`config.mk`:
```
export PLATFORM = sky130hd
export DESIGN_NAME = mem_writer_flat
export DESIGN_NICKNAME = d
export VERILOG_FILES = /design/src/rtl/mem_writer_if.sv /design/src/rtl/mem_writer.sv /design/src/flat_wrapper.sv
export SDC_FILE = /design/constraint.sdc
export NUM_CORES = 1
export LEC_CHECK = 0
export CAP_MARGIN = 20
export CORE_ASPECT_RATIO = 1.25
export CORE_UTILIZATION = 30
export CTS_CLUSTER_SIZE = 28
export DETAILED_ROUTE_END_ITERATION = 10
export GPL_TIMING_DRIVEN = 0
export SLEW_MARGIN = 5
export SYNTH_ARGS = -nofsm -noshare
export SYNTH_HDL_FRONTEND = slang
export SYNTH_SLANG_ARGS = --single-unit
```
`constraint.sdc`:
```
create_clock -name phi1 -period 2.6 [get_ports phi1]
set_input_delay 0.52 -clock phi1 [delete_from_list [all_inputs] [get_ports phi1]]
set_output_delay 0.52 -clock phi1 [all_outputs]
set_load 0.03 [all_outputs]
```
`src/rtl/mem_writer_if.sv`:
```
// Request/response bundle between a requester and mem_writer.
// The requester drives the request fields; mem_writer drives the memory, register and stack write ports.
interface mem_writer_if #(
    parameter int REG_WIDTH  = 8,
    parameter int ADDR_WIDTH = 16
);
    logic                  write_req;
    logic [2:0]            write_mode;
    logic [ADDR_WIDTH-1:0] addr;
    logic [REG_WIDTH-1:0]  data;
    logic [ADDR_WIDTH-1:0] pc;
    logic [REG_WIDTH-1:0]  status;
    logic [REG_WIDTH-1:0]  sp;
    logic [3:0]            reg_sel_in;

    logic [ADDR_WIDTH-1:0] mem_addr;
    logic [REG_WIDTH-1:0]  mem_data;
    logic                  mem_we;
    logic [3:0]            reg_sel;
    logic [REG_WIDTH-1:0]  reg_data;
    logic                  reg_we;
    logic [REG_WIDTH-1:0]  sp_next;
    logic                  sp_we;
    logic                  busy;
    logic                  write_done;

    modport slave (
        input  write_req, write_mode, addr, data, pc, status, sp, reg_sel_in,
        output mem_addr, mem_data, mem_we, reg_sel, reg_data, reg_we,
               sp_next, sp_we, busy, write_done
    );

    modport master (
        output write_req, write_mode, addr, data, pc, status, sp, reg_sel_in,
        input  mem_addr, mem_data, mem_we, reg_sel, reg_data, reg_we,
               sp_next, sp_we, busy, write_done
    );
endinterface

```
`src/rtl/mem_writer.sv`:
```
// Sequencer for memory, register and stack-push writes, issuing one write beat per cycle.
// Every output is registered and is computed from the next state and the request being served.
module mem_writer #(
    parameter int                    REG_WIDTH  = 8,
    parameter int                    ADDR_WIDTH = 16,
    parameter logic [ADDR_WIDTH-1:0] STACK_BASE = 16'h0100
) (
    input  logic         phi1,
    input  logic         reset,
    mem_writer_if.slave  bus
);
    localparam logic [2:0] M_MEM   = 3'd0;
    localparam logic [2:0] M_REG   = 3'd1;
    localparam logic [2:0] M_PUSH1 = 3'd2;
    localparam logic [2:0] M_PUSH2 = 3'd3;
    localparam logic [2:0] M_PUSH3 = 3'd4;

    typedef enum logic [2:0] {S_IDLE, S_BEAT1, S_BEAT2, S_BEAT3, S_FINISH} state_e;

    typedef struct packed {
        logic [2:0]            mode;
        logic [ADDR_WIDTH-1:0] addr;
        logic [REG_WIDTH-1:0]  data;
        logic [ADDR_WIDTH-1:0] pc;
        logic [REG_WIDTH-1:0]  status;
        logic [REG_WIDTH-1:0]  sp;
        logic [3:0]            reg_sel;
    } req_t;

    typedef struct packed {
        logic [ADDR_WIDTH-1:0] mem_addr;
        logic [REG_WIDTH-1:0]  mem_data;
        logic                  mem_we;
        logic [3:0]            reg_sel;
        logic [REG_WIDTH-1:0]  reg_data;
        logic                  reg_we;
        logic [REG_WIDTH-1:0]  sp_next;
        logic                  sp_we;
        logic                  busy;
        logic                  write_done;
    } out_t;

    state_e state_q, state_d;
    req_t   req_q, req_d;
    out_t   out_q, out_d;
    logic   accept;

    // Stack offsets wrap inside REG_WIDTH bits so the address never leaves the stack page.
    function automatic logic [ADDR_WIDTH-1:0] stack_addr(input logic [REG_WIDTH-1:0] sp_v,
                                                         input logic [REG_WIDTH-1:0] k);
        logic [REG_WIDTH-1:0] off;
        off = sp_v - k;
        return STACK_BASE + {{(ADDR_WIDTH-REG_WIDTH){1'b0}}, off};
    endfunction

    assign accept = ((state_q == S_IDLE) || (state_q == S_FINISH)) && bus.write_req;

    // Beat-1 outputs are registered on the accept edge, so they must come from the live inputs.
    always_comb begin
        req_d = req_q;
        if (accept) begin
            req_d = '{mode: bus.write_mode, addr: bus.addr, data: bus.data, pc: bus.pc,
                      status: bus.status, sp: bus.sp, reg_sel: bus.reg_sel_in};
        end
    end

    // NOTE: sequential state uses non-blocking assignments so every register samples pre-edge values.
    always_ff @(posedge phi1) begin
        if (reset) begin
            state_q <= S_IDLE;
            req_q   <= '0;
            out_q   <= '0;
        end else begin
            state_q <= state_d;
            req_q   <= req_d;
            out_q   <= out_d;
        end
    end

    always_comb begin
        state_d = state_q;
        case (state_q)
            S_IDLE, S_FINISH: begin
                if (bus.write_req) state_d = (bus.write_mode <= M_PUSH3) ? S_BEAT1 : S_FINISH;
                else               state_d = S_IDLE;
            end
            S_BEAT1: state_d = (req_q.mode == M_PUSH2 || req_q.mode == M_PUSH3) ? S_BEAT2 : S_FINISH;
            S_BEAT2: state_d = (req_q.mode == M_PUSH3) ? S_BEAT3 : S_FINISH;
            S_BEAT3: state_d = S_FINISH;
            default: state_d = S_IDLE;
        endcase
    end

    // NOTE: out_d gets a full default first so no path through the case can infer a latch.
    always_comb begin
        out_d = '0;
        case (state_d)
            S_BEAT1: begin
                out_d.busy = 1'b1;
                case (req_d.mode)
                    M_MEM: begin
                        out_d.mem_we   = 1'b1;
                        out_d.mem_addr = req_d.addr;
                        out_d.mem_data = req_d.data;
                    end
                    M_REG: begin
                        out_d.reg_we   = 1'b1;
                        out_d.reg_sel  = req_d.reg_sel;
                        out_d.reg_data = req_d.data;
                    end
                    M_PUSH1: begin
                        out_d.mem_we   = 1'b1;
                        out_d.mem_addr = stack_addr(req_d.sp, REG_WIDTH'(0));
                        out_d.mem_data = req_d.data;
                        out_d.sp_we    = 1'b1;
                        out_d.sp_next  = req_d.sp - REG_WIDTH'(1);
                    end
                    default: begin
                        out_d.mem_we   = 1'b1;
                        out_d.mem_addr = stack_addr(req_d.sp, REG_WIDTH'(0));
                        out_d.mem_data = req_d.pc[ADDR_WIDTH-1 -: REG_WIDTH];
                    end
                endcase
            end
            S_BEAT2: begin
                out_d.busy     = 1'b1;
                out_d.mem_we   = 1'b1;
                out_d.mem_addr = stack_addr(req_d.sp, REG_WIDTH'(1));
                out_d.mem_data = req_d.pc[REG_WIDTH-1:0];
                if (req_d.mode == M_PUSH2) begin
                    out_d.sp_we   = 1'b1;
                    out_d.sp_next = req_d.sp - REG_WIDTH'(2);
                end
            end
            S_BEAT3: begin
                out_d.busy     = 1'b1;
                out_d.mem_we   = 1'b1;
                out_d.mem_addr = stack_addr(req_d.sp, REG_WIDTH'(2));
                out_d.mem_data = req_d.status;
                out_d.sp_we    = 1'b1;
                out_d.sp_next  = req_d.sp - REG_WIDTH'(3);
            end
            S_FINISH: out_d.write_done = 1'b1;
            default:  out_d = '0;
        endcase
    end

    assign bus.mem_addr   = out_q.mem_addr;
    assign bus.mem_data   = out_q.mem_data;
    assign bus.mem_we     = out_q.mem_we;
    assign bus.reg_sel    = out_q.reg_sel;
    assign bus.reg_data   = out_q.reg_data;
    assign bus.reg_we     = out_q.reg_we;
    assign bus.sp_next    = out_q.sp_next;
    assign bus.sp_we      = out_q.sp_we;
    assign bus.busy       = out_q.busy;
    assign bus.write_done = out_q.write_done;
endmodule

```
`src/flat_wrapper.sv`:
```
// flat-port wrapper written by rule: the top's interface ports become plain ports
module mem_writer_flat 
#(
    parameter int                    REG_WIDTH  = 8,
    parameter int                    ADDR_WIDTH = 16,
    parameter logic [ADDR_WIDTH-1:0] STACK_BASE = 16'h0100
)
  (phi1, reset, bus_write_req, bus_write_mode, bus_addr, bus_data, bus_pc, bus_status, bus_sp, bus_reg_sel_in, bus_mem_addr, bus_mem_data, bus_mem_we, bus_reg_sel, bus_reg_data, bus_reg_we, bus_sp_next, bus_sp_we, bus_busy, bus_write_done);
  mem_writer_if #(.REG_WIDTH(REG_WIDTH), .ADDR_WIDTH(ADDR_WIDTH)) bus_i ();
  input  logic phi1;
  input  logic reset;
  input wire logic [$bits(bus_i.write_req)-1:0] bus_write_req;
  input wire logic [$bits(bus_i.write_mode)-1:0] bus_write_mode;
  input wire logic [$bits(bus_i.addr)-1:0] bus_addr;
  input wire logic [$bits(bus_i.data)-1:0] bus_data;
  input wire logic [$bits(bus_i.pc)-1:0] bus_pc;
  input wire logic [$bits(bus_i.status)-1:0] bus_status;
  input wire logic [$bits(bus_i.sp)-1:0] bus_sp;
  input wire logic [$bits(bus_i.reg_sel_in)-1:0] bus_reg_sel_in;
  output wire logic [$bits(bus_i.mem_addr)-1:0] bus_mem_addr;
  output wire logic [$bits(bus_i.mem_data)-1:0] bus_mem_data;
  output wire logic [$bits(bus_i.mem_we)-1:0] bus_mem_we;
  output wire logic [$bits(bus_i.reg_sel)-1:0] bus_reg_sel;
  output wire logic [$bits(bus_i.reg_data)-1:0] bus_reg_data;
  output wire logic [$bits(bus_i.reg_we)-1:0] bus_reg_we;
  output wire logic [$bits(bus_i.sp_next)-1:0] bus_sp_next;
  output wire logic [$bits(bus_i.sp_we)-1:0] bus_sp_we;
  output wire logic [$bits(bus_i.busy)-1:0] bus_busy;
  output wire logic [$bits(bus_i.write_done)-1:0] bus_write_done;
  assign bus_i.write_req = bus_write_req;
  assign bus_i.write_mode = bus_write_mode;
  assign bus_i.addr = bus_addr;
  assign bus_i.data = bus_data;
  assign bus_i.pc = bus_pc;
  assign bus_i.status = bus_status;
  assign bus_i.sp = bus_sp;
  assign bus_i.reg_sel_in = bus_reg_sel_in;
  assign bus_mem_addr = bus_i.mem_addr;
  assign bus_mem_data = bus_i.mem_data;
  assign bus_mem_we = bus_i.mem_we;
  assign bus_reg_sel = bus_i.reg_sel;
  assign bus_reg_data = bus_i.reg_data;
  assign bus_reg_we = bus_i.reg_we;
  assign bus_sp_next = bus_i.sp_next;
  assign bus_sp_we = bus_i.sp_we;
  assign bus_busy = bus_i.busy;
  assign bus_write_done = bus_i.write_done;
  mem_writer #(.REG_WIDTH(REG_WIDTH), .ADDR_WIDTH(ADDR_WIDTH), .STACK_BASE(STACK_BASE)) u_core (.phi1(phi1), .reset(reset), .bus(bus_i));
endmodule
```
==> summary.txt <==
Run status
  – Status: complete, no violations

Yosys
  – Synth top area share: 44.7%
  – Post-synth EDFFs: 0
  – Dominant cell type by area after synthesis: dfxtp_1
  – Synthesized area per cell: 8.90 µm²
  – #FFs+latches synth: 94
  – Most common cell in the netlist: dfxtp_1
  – Seq/Total Area, Yosys: 44.7%
  – Top_reg_cell synth: dfxtp_1
  – Cells after synthesis: 473
  – Syn Nets: 541
  – Ys async rst share: 0%
  – Synth area leaders: dfxtp_1, mux2i_1, nor2_1, a21oi_1, nand2_1
  – Synth Warn #: 0
  – Mapped cell area: 4210 µm²
  – Synth unique cells: 53
  – Commonest cells in the synthesized netlist: dfxtp_1, nor2_1, mux2i_1

Worst setup path
  – R2R Path Start: u_core.req_q[62]$_SDFF_PP0_
  – Reg2reg end: u_core.bus.sp_next[7]$_SDFF_PP0_
  – Crit path DAT: 2750 ps
  – Reg2reg path depth: 8
  – Worst path max stage delay: 470 ps
  – Crit path max fanout: 10
  – Crit path capture type: register
  – Family with the most delay on the worst path: buffers and inverters
  – R2R Setup Slk: 340 ps
  – Slowest cell on the critical path: clkdlybuf4s50_1
  – Worst setup SP type: input pin
  – Critical Path RT: 2830 ps
  – Critical setup path kind: in2reg
  – Ordered list of cells on the worst path: clkdlybuf4s50_1 > or3b_4 > buf_12 > buf_8 > mux2i_4 > ha_4 > inv_1 > a21oi_4 > xnor2_1 > a222oi_1 > nor2_1
  – Worst path buffer plus inverter count: 4

Drt
  – Residual DRC count: 0
  – Via density: 5.08
  – DR vias: 3991
  – DR iter-0 viols: 226
  – DRT Pass-1 Iters: 5
  – DR WL/cell: 17.3 µm
  – Post-route ant nets: 0
  – WL final: 13600 µm

CTS
  – Hold_buf cts: 0
  – CTS sink count: 94
  – Clock Latency Late Sink: 350 ps
  – TritonCTS clock tree: done
  – Bufs on Longest Clock Path: 2
  – CTS H-tree lvls: 3
  – Num CTS Buffers: 9
  – Clock transition at the registers of the reported paths: 70 ps
  – Root Driver: clkbuf_16

Floorplan
  – Core Region: 13800 µm²
  – Die ar.: 14500 µm²
  – Die width: 108 µm
  – Cell Rows: 48
  – I/O Pins: 115
  – Starting Density: 30.6%
  – Die height: 134 µm

Timing
  – Achievable Freq: 398 MHz
  – Time the worst path needs with I/O delays and setup: 2520 ps
  – TNS Setup: 0 ps
  – Worst slew margin: 55.6%
  – Final Cycle Share: 96.7%
  – Setup Viol. Count Final: 0
  – Final Skew: 8.21 ps
  – Max Slew Vio Count: 0
  – Hold_ws: 479 ps
  – Final Hold Vio Count: 0
  – Worst-Margin Slew: 666 ps

Placed design
  – Gpl congestion: 0.933
  – Post-DP HPWL: 10300 µm
  – Port bufs: 114
  – Placed inst area: 5570 µm²

Pwr
  – Maximum vdd ir drop: 287 µV
  – Cell Pwr Density: 587 nW/µm²
  – Leak: 2.30 nW

Final layout
  – Layout Nets: 674
  – Share of layout cells above drive strength 1: 11.6%
  – Final core occ: 43.4%
  – # fillers: 1380
  – Sequential cell area: 1880 µm²
  – ANT cells: 0
  – Post-Layout Inst Area: 5970 µm²
  – Area of the multi-input gates: 2100 µm²
  – Syn-to-layout area delta: 42.0%

Global routing
  – Pin count of the biggest net entering global routing: 17
  – Total track usage: 19.4%
  – Wire length of the first global-routing pass: 21200 µm
  – GRT Residual Overflow: 0
  – Initial antenna violation count: 0
  – Vias in the first global route: 4083

Job
  – Maxcap violations: 0

Hold path
  – WHS Path Cells: 2
  – HP Class: reg2reg
  – Hold EP: u_core.req_q[52]$_SDFF_PP0_
  – HP Start: u_core.req_q[52]$_SDFF_PP0_
[repair_timing]
item | in CTS | in global routing
buffers inserted | 4 | 4
endpoints found under the setup margin | 3 | 10
pin swaps | 0 | 1
resized for setup | 3 | 10
[logic make-up after synthesis]
kind of cell	Yosys count	share of synthesized area [%]
AOI/OAI and AO/OA	102	15.9
xor gates and xnor gates	8	1.67
adders and majority gates	2	0.595
buffers and inverters	50	6.18
DFF	94	44.7
muxes	48	12.9
and+or+nand+nor	169	18.1
[where the power goes]
part           internal, mW  leakage, nW  switching (mW)
clock network         0.751        0.150           0.590
logic                 0.299         1.38           0.349
registers              1.49        0.766          0.0275
[layout by cell type, fill, tap and decap left out, types with 4 or more instances in the layout]
master and count:
a21o_1 5, a21oi_1 27, a21oi_2 4, a22oi_1 6, a31oi_1 5, buf_2 10
buf_4 13, clkbuf_1 16, clkbuf_16 9, clkdlybuf4s50_1 114, dfxtp_1 94, inv_1 11
mux2i_1 38, mux2i_4 4, nand2_1 34, nand2b_1 4, nand3_1 5, nand3b_1 4
nor2_1 85, nor3_1 7, nor4_1 9, o21ai_0 13, o22ai_1 20, or3_1 6
xnor2_1 6
[metrics by stage]
| step | std cells | total power [mW] | setup slack [ps] |
|---|---|---|---|
| global placement | 762 | 2.16 | -676 |
| detailed placement | 762 | 2.16 | -639 |
| global route | 786 | 3.65 | -10.2 |
| floorplan | 473 | 1.92 | 256 |
| CTS | 782 | 3.52 | 12.2 |
| finish | 786 | 3.51 | 85.0 |
[registers in the layout (all words and copies together) (netlist names), 3 cells and up]
signal,flops
u_core.bus.mem_data,8
u_core.bus.sp_next,8
u_core.req_q,42
u_core.bus.reg_sel,4
u_core.bus.mem_addr,16
u_core.bus.reg_data,8
u_core.state_q,3
[how the worst max path moves through the flow]
| stage | cells past startpoint | slack [ps] | from | to |
|---|---|---|---|---|
| final | 11 | 80 | bus_write_req | u_core.bus.mem_addr[6]$_SDFF_PP0_ |
| after global routing | 13 | -10 | bus_write_req | u_core.bus.sp_next[4]$_SDFF_PP0_ |
| after CTS | 11 | 10 | bus_write_req | u_core.bus.mem_addr[6]$_SDFF_PP0_ |
| after detailed placement | 11 | -640 | bus_write_req | u_core.bus.mem_addr[6]$_SDFF_PP0_ |
| after global placement | 11 | -680 | bus_write_req | u_core.bus.mem_addr[6]$_SDFF_PP0_ |
| after floorplan | 10 | 260 | bus_write_req | u_core.bus.mem_addr[6]$_SDFF_PP0_ |
[routing by layer]
metal | track usage [%] | part of all wire, %
met1 | 21.8 | 40
met5 | 0 | 0
met4 | 11.3 | 4.3
met3 | 6.03 | 8.4
met2 | 32.2 | 48
[area by class of cell]
| class | instances | area share, % |
|---|---|---|
| inverter | 14 | 0.880 |
| tap | 175 | 3.66 |
| multi-input combinational | 329 | 35.2 |
| buffer | 36 | 3.69 |
| sequential | 94 | 31.5 |
| clock inverter | 7 | 1.19 |
| timing repair buffer | 122 | 20.1 |
| clock buffer | 9 | 3.77 |
[worst register-to-register path: cells and delay by family (launching register included)]
kind | cells | cell delay (ps)
buf+inv | 2 | 360
compound gates | 3 | 770
simple gates | 3 | 620
flops | 1 | 410
(Power assumes the default switching activity.)
